==> config.mk <==
export PLATFORM = sky130hd
export DESIGN_NAME = lvds_rx_deframer
export DESIGN_NICKNAME = d
export VERILOG_FILES = /design/src/rtl/lvds_link_pkg.sv /design/src/rtl/lvds_rx_fifo.sv /design/src/rtl/lvds_rx_deframer.sv
export SDC_FILE = /design/constraint.sdc
export NUM_CORES = 1
export LEC_CHECK = 0
export ABC_AREA = 1
export CORE_MARGIN = 2
export CORE_UTILIZATION = 57
export DETAILED_ROUTE_END_ITERATION = 8
export PLACE_DENSITY = 0.75
export SETUP_SLACK_MARGIN = 0.15
export SLEW_MARGIN = 30
export SYNTH_ARGS = -nofsm -noshare
export SYNTH_HDL_FRONTEND = slang
export SYNTH_SLANG_ARGS = --single-unit
==> constraint.sdc <==
create_clock -name CLK -period 3.7 [get_ports CLK]
set_clock_uncertainty 0.15 [all_clocks]
set_input_delay 0.74 -clock CLK [delete_from_list [all_inputs] [get_ports CLK]]
set_output_delay 0.74 -clock CLK [all_outputs]
set_load 0.02 [all_outputs]
==> src/rtl/lvds_link_pkg.sv <==
// rtl/lvds_link_pkg.sv - LVDS link symbols, FSM state types and parameter defaults
package lvds_link_pkg;

  localparam logic [15:0] IDLE_SYM   = 16'hF0F0;
  localparam logic [15:0] SOF_SYM    = 16'hFB5A;
  localparam logic [7:0]  TRAIN_BYTE = 8'hF0;

  localparam int LOCK_COUNT_DEF  = 16;
  localparam int SLIP_SETTLE_DEF = 4;
  localparam int FIFO_DEPTH_DEF  = 4;
  localparam int LOSS_COUNT_DEF  = 4;

  typedef enum logic {
    TRAIN   = 1'b0,
    ALIGNED = 1'b1
  } link_state_t;

  typedef enum logic [1:0] {
    F_IDLE = 2'd0,
    F_HI   = 2'd1,
    F_LO   = 2'd2
  } frame_state_t;

endpackage

==> src/rtl/lvds_rx_fifo.sv <==
// rtl/lvds_rx_fifo.sv - synchronous first-word-fall-through word FIFO
// A push while full is accepted only when a pop is taken in the same cycle.
module lvds_rx_fifo #(
  parameter int WIDTH = 32,
  parameter int DEPTH = 4
) (
  input  logic             i_clk,
  input  logic             i_rst,
  input  logic             i_push,
  input  logic [WIDTH-1:0] i_data,
  input  logic             i_pop,
  output logic [WIDTH-1:0] o_data,
  output logic             o_full,
  output logic             o_empty
);

  localparam int AW = $clog2(DEPTH);

  logic [WIDTH-1:0] r_mem [DEPTH];
  logic [AW:0]      r_wr_ptr;
  logic [AW:0]      r_rd_ptr;
  logic             w_pop_ok;
  logic             w_push_ok;

  assign o_empty   = (r_wr_ptr == r_rd_ptr);
  assign o_full    = (r_wr_ptr[AW] != r_rd_ptr[AW]) &&
                     (r_wr_ptr[AW-1:0] == r_rd_ptr[AW-1:0]);
  assign w_pop_ok  = i_pop && !o_empty;
  assign w_push_ok = i_push && (!o_full || w_pop_ok);

  // Empty reads as zero so the head output has a defined reset value.
  assign o_data = o_empty ? '0 : r_mem[r_rd_ptr[AW-1:0]];

  always_ff @(posedge i_clk) begin
    if (i_rst) begin
      r_wr_ptr <= '0;
      r_rd_ptr <= '0;
    end else begin
      if (w_push_ok) r_wr_ptr <= r_wr_ptr + (AW+1)'(1);
      if (w_pop_ok)  r_rd_ptr <= r_rd_ptr + (AW+1)'(1);
    end
  end

  always_ff @(posedge i_clk) begin
    if (w_push_ok) r_mem[r_wr_ptr[AW-1:0]] <= i_data;
  end

endmodule

==> src/rtl/lvds_rx_deframer.sv <==
// rtl/lvds_rx_deframer.sv - two-lane LVDS bitslip alignment, SOF/hi/lo deframing, word FIFO
// Optional illegal-symbol/slip counter on err_count under LVDS_RX_ERRCNT_EN.
module lvds_rx_deframer
  import lvds_link_pkg::*;
#(
  parameter int LOCK_COUNT  = LOCK_COUNT_DEF,
  parameter int SLIP_SETTLE = SLIP_SETTLE_DEF,
  parameter int FIFO_DEPTH  = FIFO_DEPTH_DEF,
  parameter int LOSS_COUNT  = LOSS_COUNT_DEF
) (
  input  logic        CLK,
  input  logic        RST,
  input  logic [15:0] rx_data,
  output logic [1:0]  rx_bitslip,
  output logic        rx_align_done,
  output logic [31:0] deq_rx,
  input  logic        EN_deq_rx,
  output logic        RDY_deq_rx,
  output logic        overflow,
  output logic [15:0] err_count
);

  localparam int MW = $clog2(LOCK_COUNT + 1);
  localparam int SW = $clog2(SLIP_SETTLE + 1);
  localparam int LW = $clog2(LOSS_COUNT + 1);
  localparam logic [MW-1:0] LOCK_MAX   = MW'(LOCK_COUNT);
  localparam logic [SW-1:0] SETTLE_MAX = SW'(SLIP_SETTLE);
  localparam logic [LW-1:0] LOSS_LAST  = LW'(LOSS_COUNT - 1);

  link_state_t  r_link_state;
  link_state_t  w_link_next;
  frame_state_t r_frm_state;
  frame_state_t w_frm_next;

  logic          w_train;
  logic          w_aligned;
  logic [1:0]    w_lane_locked;
  logic [1:0]    w_slip_set;
  logic          w_illegal;
  logic          w_legal_idle;
  logic          w_latch_hi;
  logic          w_push;
  logic          w_loss;
  logic [LW-1:0] r_ill_cnt;
  logic [15:0]   r_hi;
  logic          r_overflow;
  logic          w_full;
  logic          w_empty;
  logic          w_drop;

  assign w_train   = (r_link_state == TRAIN);
  assign w_aligned = (r_link_state == ALIGNED);

  for (genvar g = 0; g < 2; g++) begin : g_lane
    logic [MW-1:0] r_match;
    logic [SW-1:0] r_settle;
    logic          r_slip;
    logic          w_hit;

    assign w_hit            = (rx_data[g*8 +: 8] == TRAIN_BYTE);
    assign w_slip_set[g]    = w_train && !w_hit && (r_settle == '0);
    assign w_lane_locked[g] = (r_match == LOCK_MAX);
    assign rx_bitslip[g]    = r_slip;

    always_ff @(posedge CLK) begin
      if (RST || w_loss) begin
        r_match  <= '0;
        r_settle <= '0;
        r_slip   <= 1'b0;
      end else if (w_train) begin
        r_slip <= w_slip_set[g];
        if (w_hit) begin
          if (r_match != LOCK_MAX) r_match <= r_match + MW'(1);
          if (r_settle != '0)      r_settle <= r_settle - SW'(1);
        end else begin
          r_match  <= '0;
          r_settle <= (r_settle == '0) ? SETTLE_MAX : r_settle - SW'(1);
        end
      end else begin
        r_slip <= 1'b0;
      end
    end
  end

  always_ff @(posedge CLK) begin
    if (RST) r_link_state <= TRAIN;
    else     r_link_state <= w_link_next;
  end

  always_comb begin
    w_link_next = r_link_state;
    case (r_link_state)
      TRAIN:   if (&w_lane_locked) w_link_next = ALIGNED;
      ALIGNED: if (w_loss)         w_link_next = TRAIN;
      default: w_link_next = TRAIN;
    endcase
  end

  always_ff @(posedge CLK) begin
    if (RST) r_frm_state <= F_IDLE;
    else     r_frm_state <= w_frm_next;
  end

  always_comb begin
    w_frm_next = r_frm_state;
    if (!w_aligned) begin
      w_frm_next = F_IDLE;
    end else begin
      case (r_frm_state)
        F_IDLE:  if (rx_data == SOF_SYM) w_frm_next = F_HI;
        F_HI:    w_frm_next = F_LO;
        F_LO:    w_frm_next = F_IDLE;
        default: w_frm_next = F_IDLE;
      endcase
    end
  end

  always_comb begin
    w_illegal    = 1'b0;
    w_legal_idle = 1'b0;
    w_latch_hi   = 1'b0;
    w_push       = 1'b0;
    if (w_aligned) begin
      case (r_frm_state)
        F_IDLE: begin
          w_illegal    = (rx_data != IDLE_SYM) && (rx_data != SOF_SYM);
          w_legal_idle = !w_illegal;
        end
        F_HI:    w_latch_hi = 1'b1;
        F_LO:    w_push     = 1'b1;
        default: ;
      endcase
    end
  end

  // The final illegal symbol of a run triggers the drop back to training directly.
  assign w_loss = w_illegal && (r_ill_cnt == LOSS_LAST);

  always_ff @(posedge CLK) begin
    if (RST) begin
      r_ill_cnt <= '0;
      r_hi      <= '0;
    end else begin
      if (w_legal_idle || w_loss) r_ill_cnt <= '0;
      else if (w_illegal)         r_ill_cnt <= r_ill_cnt + LW'(1);
      if (w_latch_hi) r_hi <= rx_data;
    end
  end

  lvds_rx_fifo #(
    .WIDTH (32),
    .DEPTH (FIFO_DEPTH)
  ) u_fifo (
    .i_clk   (CLK),
    .i_rst   (RST),
    .i_push  (w_push),
    .i_data  ({r_hi, rx_data}),
    .i_pop   (EN_deq_rx),
    .o_data  (deq_rx),
    .o_full  (w_full),
    .o_empty (w_empty)
  );

  assign RDY_deq_rx = !w_empty;
  assign w_drop     = w_push && w_full && !(EN_deq_rx && !w_empty);

  always_ff @(posedge CLK) begin
    if (RST)         r_overflow <= 1'b0;
    else if (w_drop) r_overflow <= 1'b1;
  end

  assign overflow      = r_overflow;
  assign rx_align_done = w_aligned;

`ifdef LVDS_RX_ERRCNT_EN
  logic [15:0] r_err_cnt;

  always_ff @(posedge CLK) begin
    if (RST)
      r_err_cnt <= '0;
    else if ((w_illegal || (|w_slip_set)) && (r_err_cnt != 16'hFFFF))
      r_err_cnt <= r_err_cnt + 16'd1;
  end

  assign err_count = r_err_cnt;
`else
  assign err_count = '0;
`endif

endmodule

=== Word level (Yosys, flattened, before mapping) ===
Memories as Yosys holds them, arrays and structs flattened. A register that Yosys moved wholly into a read port is not among the register bits.
Cells that the tools add are included.

* Input port bits: 19
* Register bits after elaboration: 47
* Memory bits (writable): 128
* Output and inout port bits: 53
* Memories: 1

* Add/sub/neg operators: 7
* Reductions and logical operators: 33
* Bitwise operators: 1
* Equal/unequal tests: 20
* Muxes and demuxes: 28

{| class="wikitable"
|+ Memory list
! memory !! words !! bits a word !! rd ports !! clocked after memory_dff !! wr ports !! RTL line !! text
|-
| u_fifo.r_mem || 4 || 32 || 1 || 1 || 1 || lvds_rx_fifo.sv:19 || <nowiki>logic [WIDTH-1:0] r_mem [DEPTH];</nowiki>
|}

{| class="wikitable"
|+ Operator list
! operator !! number
|-
| $mux W32 || 1
|-
| $ne A16 B16 Y1 const B || 2
|-
| $mux W5 || 4
|-
| $mux W3 || 6
|-
| $eq A16 B16 Y1 const B || 1
|-
| $eq A8 B8 Y1 const B || 2
|-
| $mux W1 || 12
|-
| $logic_and A1 B1 Y1 || 11
|-
| $add A5 B1 Y5 const B || 2
|-
| $eq A5 B5 Y1 const B || 2
|-
| $ne A5 B5 Y1 const B || 2
|-
| $reduce_and A2 Y1 || 5
|-
| $add A3 B1 Y3 const B || 3
|-
| $ne A2 B1 Y1 const B || 4
|-
| $logic_not A1 Y1 || 6
|-
| $logic_not A3 Y1 || 2
|-
| $mux W2 || 3
|-
| $reduce_bool A3 Y1 || 2
|-
| $reduce_or A2 Y1 || 3
|-
| $sub A3 B1 Y3 const B || 2
|-
| $pmux W2 S2 || 1
|-
| $eq A3 B2 Y1 const B || 1
|-
| $eq A3 B3 Y1 || 1
|-
| $logic_or A1 B1 Y1 || 3
|-
| other kinds (8) || 8
|}

=== Longest topological paths before layout ===
Gate-level depths: netlist of run 1.

* Word-level depth: 7
* Depth in mapped cells: 11
* Gate-level depth less buffers: 11

=== Modules after synthesis ===
From an unflattened synthesis of run 1, not the netlist that was laid out.

* Cell total of the unflattened synthesis: 756
* Area total of the unflattened synthesis: 7724.9 um^2

{| class="wikitable"
|+ By module, submodules not included
! module !! cells each !! area an instance (um^2) !! seq. area each (um^2) !! times used
|-
| lvds_rx_fifo || 442 || 5492.8 || 4003.8 || 1
|-
| lvds_rx_deframer || 314 || 2232.1 || 820.8 || 1
|}

=== Worst setup path before layout of run 1 ===
OpenSTA, ideal clock, no wires.

* Kind: input to register
* From: input EN_deq_rx
* To: memory u_fifo.r_mem[0][0] (enable)
* Setup slack: 0.755 ns
* Path buffers: 0
* Library setup time: 0.421 ns
* Cell stages on the path: 4
* Data arrival time: 2.374 ns
* Cells stage by stage: nor2_1 > nand2_1 > nand2_1 > nor2_1

* Longest elaborated chain between the ends: 5

{| class="wikitable"
|+ RTL lines
! item !! RTL line !! text
|-
| from (decl) || lvds_rx_deframer.sv:17 || <nowiki>input logic EN_deq_rx,</nowiki>
|-
| $logic_and A1 B1 Y1 || lvds_rx_fifo.sv:28 || <nowiki>assign w_pop_ok = i_pop && !o_empty;</nowiki>
|-
| $logic_or A1 B1 Y1 || lvds_rx_fifo.sv:29 || <nowiki>assign w_push_ok = i_push && (!o_full || w_pop_ok);</nowiki>
|-
| $logic_and A1 B1 Y1 || lvds_rx_fifo.sv:29 ||
|-
| $mux W1 || lvds_rx_fifo.sv:45 || <nowiki>if (w_push_ok) r_mem[r_wr_ptr[AW-1:0]] <= i_data;</nowiki>
|-
| $mux W1 (implied by the code) || lvds_rx_fifo.sv:45 ||
|-
| to (decl) || lvds_rx_fifo.sv:19 ||
|}

No other way between the ends.

==> results of run 1 <==
==> logic make-up (layout without fill, tap and decap cells) <==
family / count (synthesis) / after routing / synth area share
XOR/XNOR: 9 / 9 / 0.01032
other: 1 / 16 / 0.0004909
buffers and inverters: 143 / 193 / 0.08321
AND/OR/NAND/NOR: 271 / 271 / 0.1492
AO/OA/AOI/OAI: 122 / 122 / 0.1006
adder cells (fa/ha/maj): 15 / 15 / 0.02457
flip-flops: 177 / 177 / 0.6316
==> per-stage QoR <==
step | utilization | instance area (um2) | power [uW] | setup slack (ps) | hold WS [ps]
final | 0.6736 | 8885 | 4519 | 354.3 | 305.2
after global routing | 0.6736 | 8885 | 4698 | 169.1 | 336.9
after CTS | 0.6730 | 8877 | 4548 | 150.2 | 311.1
after detailed placement | 0.6291 | 8298 | 2820 | 592.1 | 301.3
after global placement | 0.6291 | 8298 | 2793 | 660.7 | 293.4
after floorplan | - | 7695 | 2646 | 755.1 | 301.3
==> where the power goes <==
part | switching, uW | total, uW | leakage [uW] | internal (uW)
sequential | 40.3 | 2190 | 0.00161 | 2150
clock | 691 | 1740 | 0.000277 | 1050
combinational | 349 | 587 | 0.00166 | 238
total | 1080 | 4520 | 0.00355 | 3440
==> layout by cell type (no fill, tap or decap), drive strengths merged <==
cell	Yosys	layout
nor2	156	156
edfxtp	128	128
inv	94	94
nand2	82	82
o21ai	59	59
clkdlybuf4s50	0	55
dfxtp	49	49
o32ai	32	32
a21oi	31	31
nand3	22	22
clkbuf	16	19
conb	1	16
ha	15	15
buf	33	12
clkinv	0	8
nand4	7	7
xor2	5	5
xnor2	4	4
bufinv	0	3
clkinvlp	0	2
or2	2	2
nor3	2	2
==> routing by layer <==
metal,GRT usage,part of all wire,vias to the layer above
met2,0.3893,0.51,158
met3,0.05894,0.053,20
met4,0.08162,0.016,0
met1,0.2715,0.42,2481
met5,0,0,-
li1,-,-,2549
==> path summary, 6_finish.rpt <==
path | startpoint | end | slack [ps] | depth (start not counted)
setup / recovery | flip-flop | deq_rx[13] | 350 | 7
setup reg to reg | rx_align_done | u_fifo.r_mem[1][5] | 1460 | 5
hold / removal | overflow | overflow | 310 | 2
hold reg to reg | overflow | overflow | 310 | 2
==> what timing repair did <==
item / CTS / global route
cloned: 0 / 0
endpoints found under the setup margin: 1 / 32
resized for setup: 1 / 2
==> final cells by class <==
cell class,count,area [um2],area share
Inverter,94,355.3,0.03999
Multi-Input combinational cell,433,2250,0.2532
Clock buffer,19,432.9,0.04873
Sequential cell,177,4830,0.5436
Timing Repair Buffer,67,653.1,0.07351
Clock inverter,13,143.9,0.01619
Tap cell,176,220.2,0.02479
==> worst max-delay path, cell delays in order, from the launching register on <==
cell             delay [ps]
dfxtp_4                 440
inv_4                   180
buf_4                   280
nor2_1                   90
o32ai_1                 290
nand2_1                  80
inv_1                    70
clkdlybuf4s50_1         590
==> sequential cells by signal, summed over array words and instances (netlist names), 2 cells and up, named ones only <==
signal and count:
g_lane.r_settle 6, u_fifo.r_wr_ptr 3, u_fifo.r_mem 128, r_hi 16, r_ill_cnt 3, r_frm_state 2, u_fifo.r_rd_ptr 3, g_lane.r_match 10
g_lane.r_slip 2
==> metrics.cfg, run 1 <==
[status]
status=complete, no violations

[floorplanning]
design.core.area_um2=13190
die_w_um=119.8
io_pins=72
row_count=42
die_area_um2=14340
die_h_um=119.8
start_util=0.5791

[power]
p_leak_uw=0.003546
peakVddDrop_mv=0.2844
power_density_nw_per_um2=508.6

[global_route]
grt_pass1_wl_um=24910
grt_use_total=0.2248
grt_pass1_vias=5110
grt_overflow=0
grt_antenna_before_repair=0
grt_max_degree=36

[synthesis]
postSynthCellCount=738
synth_most_common_cell=nor2_1
ys_seq_area_frac=0.6316
ys_types=31
async_flop_share=0
synth.cell_area_um2=7639
synthTopCellsByCount=150 x nor2_1, 128 x edfxtp_1, 90 x inv_1, 76 x nand2_1, 58 x o21ai_0
synth.avg_cell_area_um2=10.35
ys.flop_type=edfxtp_1
yosys_warnings=0
synth.top_cell.area_share=0.5032
yosysTopAreaCell=edfxtp_1
ys_top_cells_by_area=edfxtp_1 50%, dfxtp_1 13%, nor2_1 7.4%, inv_1 4.4%, o21ai_0 3.8%
ys_ff_latch=177
synth_edf_count=128

[drt]
drtIter0Drc=462
routedWlPerCell_um=15.57
first_pass_iters=5
detail-route-antenna-nets=0
viasPerCell=5.320
drt_wl_total_um=15240
route.detailed.drc=0
vias=5208

[worst_setup_path]
cp_data_required_time_ps=2810
worstSetupStartpointType=flip-flop
crit_path_end_kind=primary output
timing_worst_setup_path_type=reg2out
worstPathMaxFanout=31
critPathArrivalTime_ps=2460

[finish]
area_delta_synth_final_pct=16.31
fillers=992
diodes=0
layout.nets=824
drive_gt1_frac=0.08966
fin_cells=979

[clock_network]
cts_tree=yes
htreeDepth=4
clkSlewWorstSetupHoldPaths_ps=60
hold_buffers=0
cts.sinks=177
insertion_delay_ps=420
cts_root_buf=clkbuf_16
cts_buffers=17
postCtsSetupBuffers=0
clk_path_buf_depth=2

[sta]
finalHoldViolations=0
setup_tns_ps=0
period_needed_ps=3346
drv_slew=0
timing.max_slew.rel_slack=0.6324
final-setup-viol-count=0
rsz0062_at_grt=no
period_share=0.9042
fmax_mhz=298.9
max_slew.worst_pin.slew_ps=551.4

[place]
port_buffers=55
place_inst=947
place.gp.congestion=0.7880
hpwl_um=9604

[job]
drv_cap=0

[hold_path]
hp-class=reg2reg

(Power assumes the default switching activity.)
==> run 2, diff against run 1 <==
--- a/config.mk
+++ b/config.mk
@@ -9,7 +9,7 @@
 export CORE_MARGIN = 2
 export CORE_UTILIZATION = 57
 export DETAILED_ROUTE_END_ITERATION = 8
-export PLACE_DENSITY = 0.75
+export PLACE_DENSITY = 0.79
 export SETUP_SLACK_MARGIN = 0.15
 export SLEW_MARGIN = 30
 export SYNTH_ARGS = -nofsm -noshare
==> run 2 against run 1 <==
  * Sequential power barely moved
  * Largest cell class unchanged
  * Via count rose by 2.4%
  * Sequential share of layout area rose by 0.15 points
==> metrics.cfg, run 2 (synthesized netlist as in run 1, its figures left out) <==
[global_route]
busiest_layer=met2
grt_pass1_vias=5379  ; +5.3%
use_met3=0.06321  ; +0.004278
grt_overflow=0  ; unchanged
grt_antenna_before_repair=0  ; unchanged
use_met1=0.2797  ; +0.008250
grt_use_total=0.2328  ; +0.007937
met2_usage=0.4004  ; +0.01107
grt_max_degree=36  ; unchanged
grt_pass1_wl_um=25780  ; +3.5%

[sta]
rsz0062_at_grt=no
fmax_mhz=293.4  ; -1.9%
drv_slew=0  ; unchanged
period_needed_ps=3409  ; +63.15 ps
period_share=0.9213  ; +0.01707
finalHoldViolations=0  ; unchanged
max_slew.worst_pin.slew_ps=696.2  ; +144.9 ps
setup_tns_ps=0  ; unchanged
final-setup-viol-count=0  ; unchanged
timing.max_slew.rel_slack=0.5353  ; -0.09707

[place]
port_buffers=55  ; unchanged
place.gp.congestion=0.8022  ; +1.8%
hpwl_um=9949  ; +3.6%

[power]
clockPowerShare=0.371  ; -0.014
sw_frac_of_total=0.2483  ; +0.009367
peakVddDrop_mv=0.4070  ; +43%
p_leak_uw=0.003533  ; -0.36%
p_int_uw=3326  ; -3.3%
power_frac_comb=0.134  ; +0.004
switching_power_uw=1099  ; +1.7%
power_density_nw_per_um2=499.6  ; -1.8%
pwr-share-seq=0.495  ; +0.010

[drt]
drtIter0Drc=569  ; +23%
viasPerCell=5.441  ; +2.3%
drt_wl_total_um=15700  ; +3.0%
vias=5332  ; +2.4%
detail-route-antenna-nets=0  ; unchanged
route.detailed.drc=0  ; unchanged
first_pass_iters=5  ; unchanged
routedWlPerCell_um=16.02  ; +2.9%

[finish]
drive_gt1_frac=0.09204  ; +0.002376
final_cell_mix=146 x nor2_1, 128 x edfxtp_1, 90 x inv_1, 76 x nand2_1, 58 x o21ai_0
final_common_cell=nor2_1
largest_reg_flops=128  ; unchanged
utilization=0.6714  ; -0.002181
layout.nets=826  ; +0.24%
area_delta_synth_final_pct=15.94
diodes=0  ; unchanged

[clock_network]
cts_tree=yes
cts_buffers=17  ; unchanged
insertion_delay_ps=430  ; about the same
clkSlewWorstSetupHoldPaths_ps=60  ; about the same
clk_path_buf_depth=2  ; unchanged
cts.sinks=177  ; unchanged
hold_buffers=0  ; unchanged
cts_root_buf=clkbuf_16
htreeDepth=4  ; unchanged

[status]
status=complete, no violations

[floorplanning]
die_w_um=119.8  ; unchanged
io_pins=72  ; unchanged
die_area_um2=14340  ; unchanged
die_h_um=119.8  ; unchanged
design.core.area_um2=13190  ; unchanged
row_count=42  ; unchanged
start_util=0.5791  ; unchanged

[worst_setup_path]
critPathArrivalTime_ps=2520  ; +60 ps
worstSetupStartpointType=flip-flop
worst-r2r-setup-slack_ps=1300  ; -160 ps
crit_path_end_kind=primary output
cp_data_required_time_ps=2810  ; about the same
timing_worst_setup_path_type=reg2out
worstPathMaxFanout=28  ; -9.7%

[job]
drv_cap=0  ; unchanged

[hold_path]
hp-class=reg2reg

run 2: power by group through the flow:
stage	Sequential (uW)	Combinational [uW]	Clock, uW
6_report	2190	594	1640
5_1_grt	2200	670	1740
4_1_cts	2190	597	1650
3_5_place_dp	2230	591	0
3_3_place_gp	2230	563	0
2_1_floorplan	2210	433	0
run 2: worst paths after layout:
kind,startpoint,to,depth (start not counted)
hold reg to reg,r_hi[0],r_hi[0],2
setup reg to reg,u_fifo.r_wr_ptr[2],u_fifo.r_mem[3][24],6
setup / recovery,flip-flop,deq_rx[2],7
hold / removal,r_hi[0],r_hi[0],2
run 2: critical path, cell delays in order (launching register included):
cell and delay, ps:
dfxtp_2 470, inv_2 120, buf_4 310, nor2_1 90, o32ai_1 360, nand2_1 90
inv_1 60, clkdlybuf4s50_1 590
run 2: metrics by stage:
step / instances / hold slack (ps) / instance area, um2 / setup slack [ps] / total power (uW)
floorplan: 753 / 301.3 / 7695 / 755.1 / 2646
global placement: 949 / 309.4 / 8313 / 741.2 / 2793
detailed placement: 949 / 324.4 / 8313 / 719.4 / 2823
CTS: 980 / 333.5 / 8851 / 256.2 / 4437
global route: 980 / 349.8 / 8856 / 155.1 / 4607
finish: 980 / 335.3 / 8856 / 291.2 / 4425
run 2: cell type report:
type                            count  area [um2]
Clock buffer                       21       450.4
Multi-Input combinational cell    433        2250
Tap cell                          176       220.2
Inverter                           94       352.8
Clock inverter                     10       87.58
Fill cell                         974        4334
Timing Repair Buffer               69       668.1
Sequential cell                   177        4827
run 2: timing repair:
| action | 4_1_cts | 5_1_grt |
|---|---|---|
| gates resized for setup | 0 | 1 |
| setup endpoints to repair | 0 | 11 |
| buffers inserted | 0 | 0 |
run 2: routing by layer:
| metal | wire (um) | vias up |
|---|---|---|
| met5 | 0 | - |
| met4 | 265 | 0 |
| met3 | 917 | 31 |
| met2 | 8051 | 185 |
| met1 | 6463 | 2568 |
| li1 | - | 2548 |
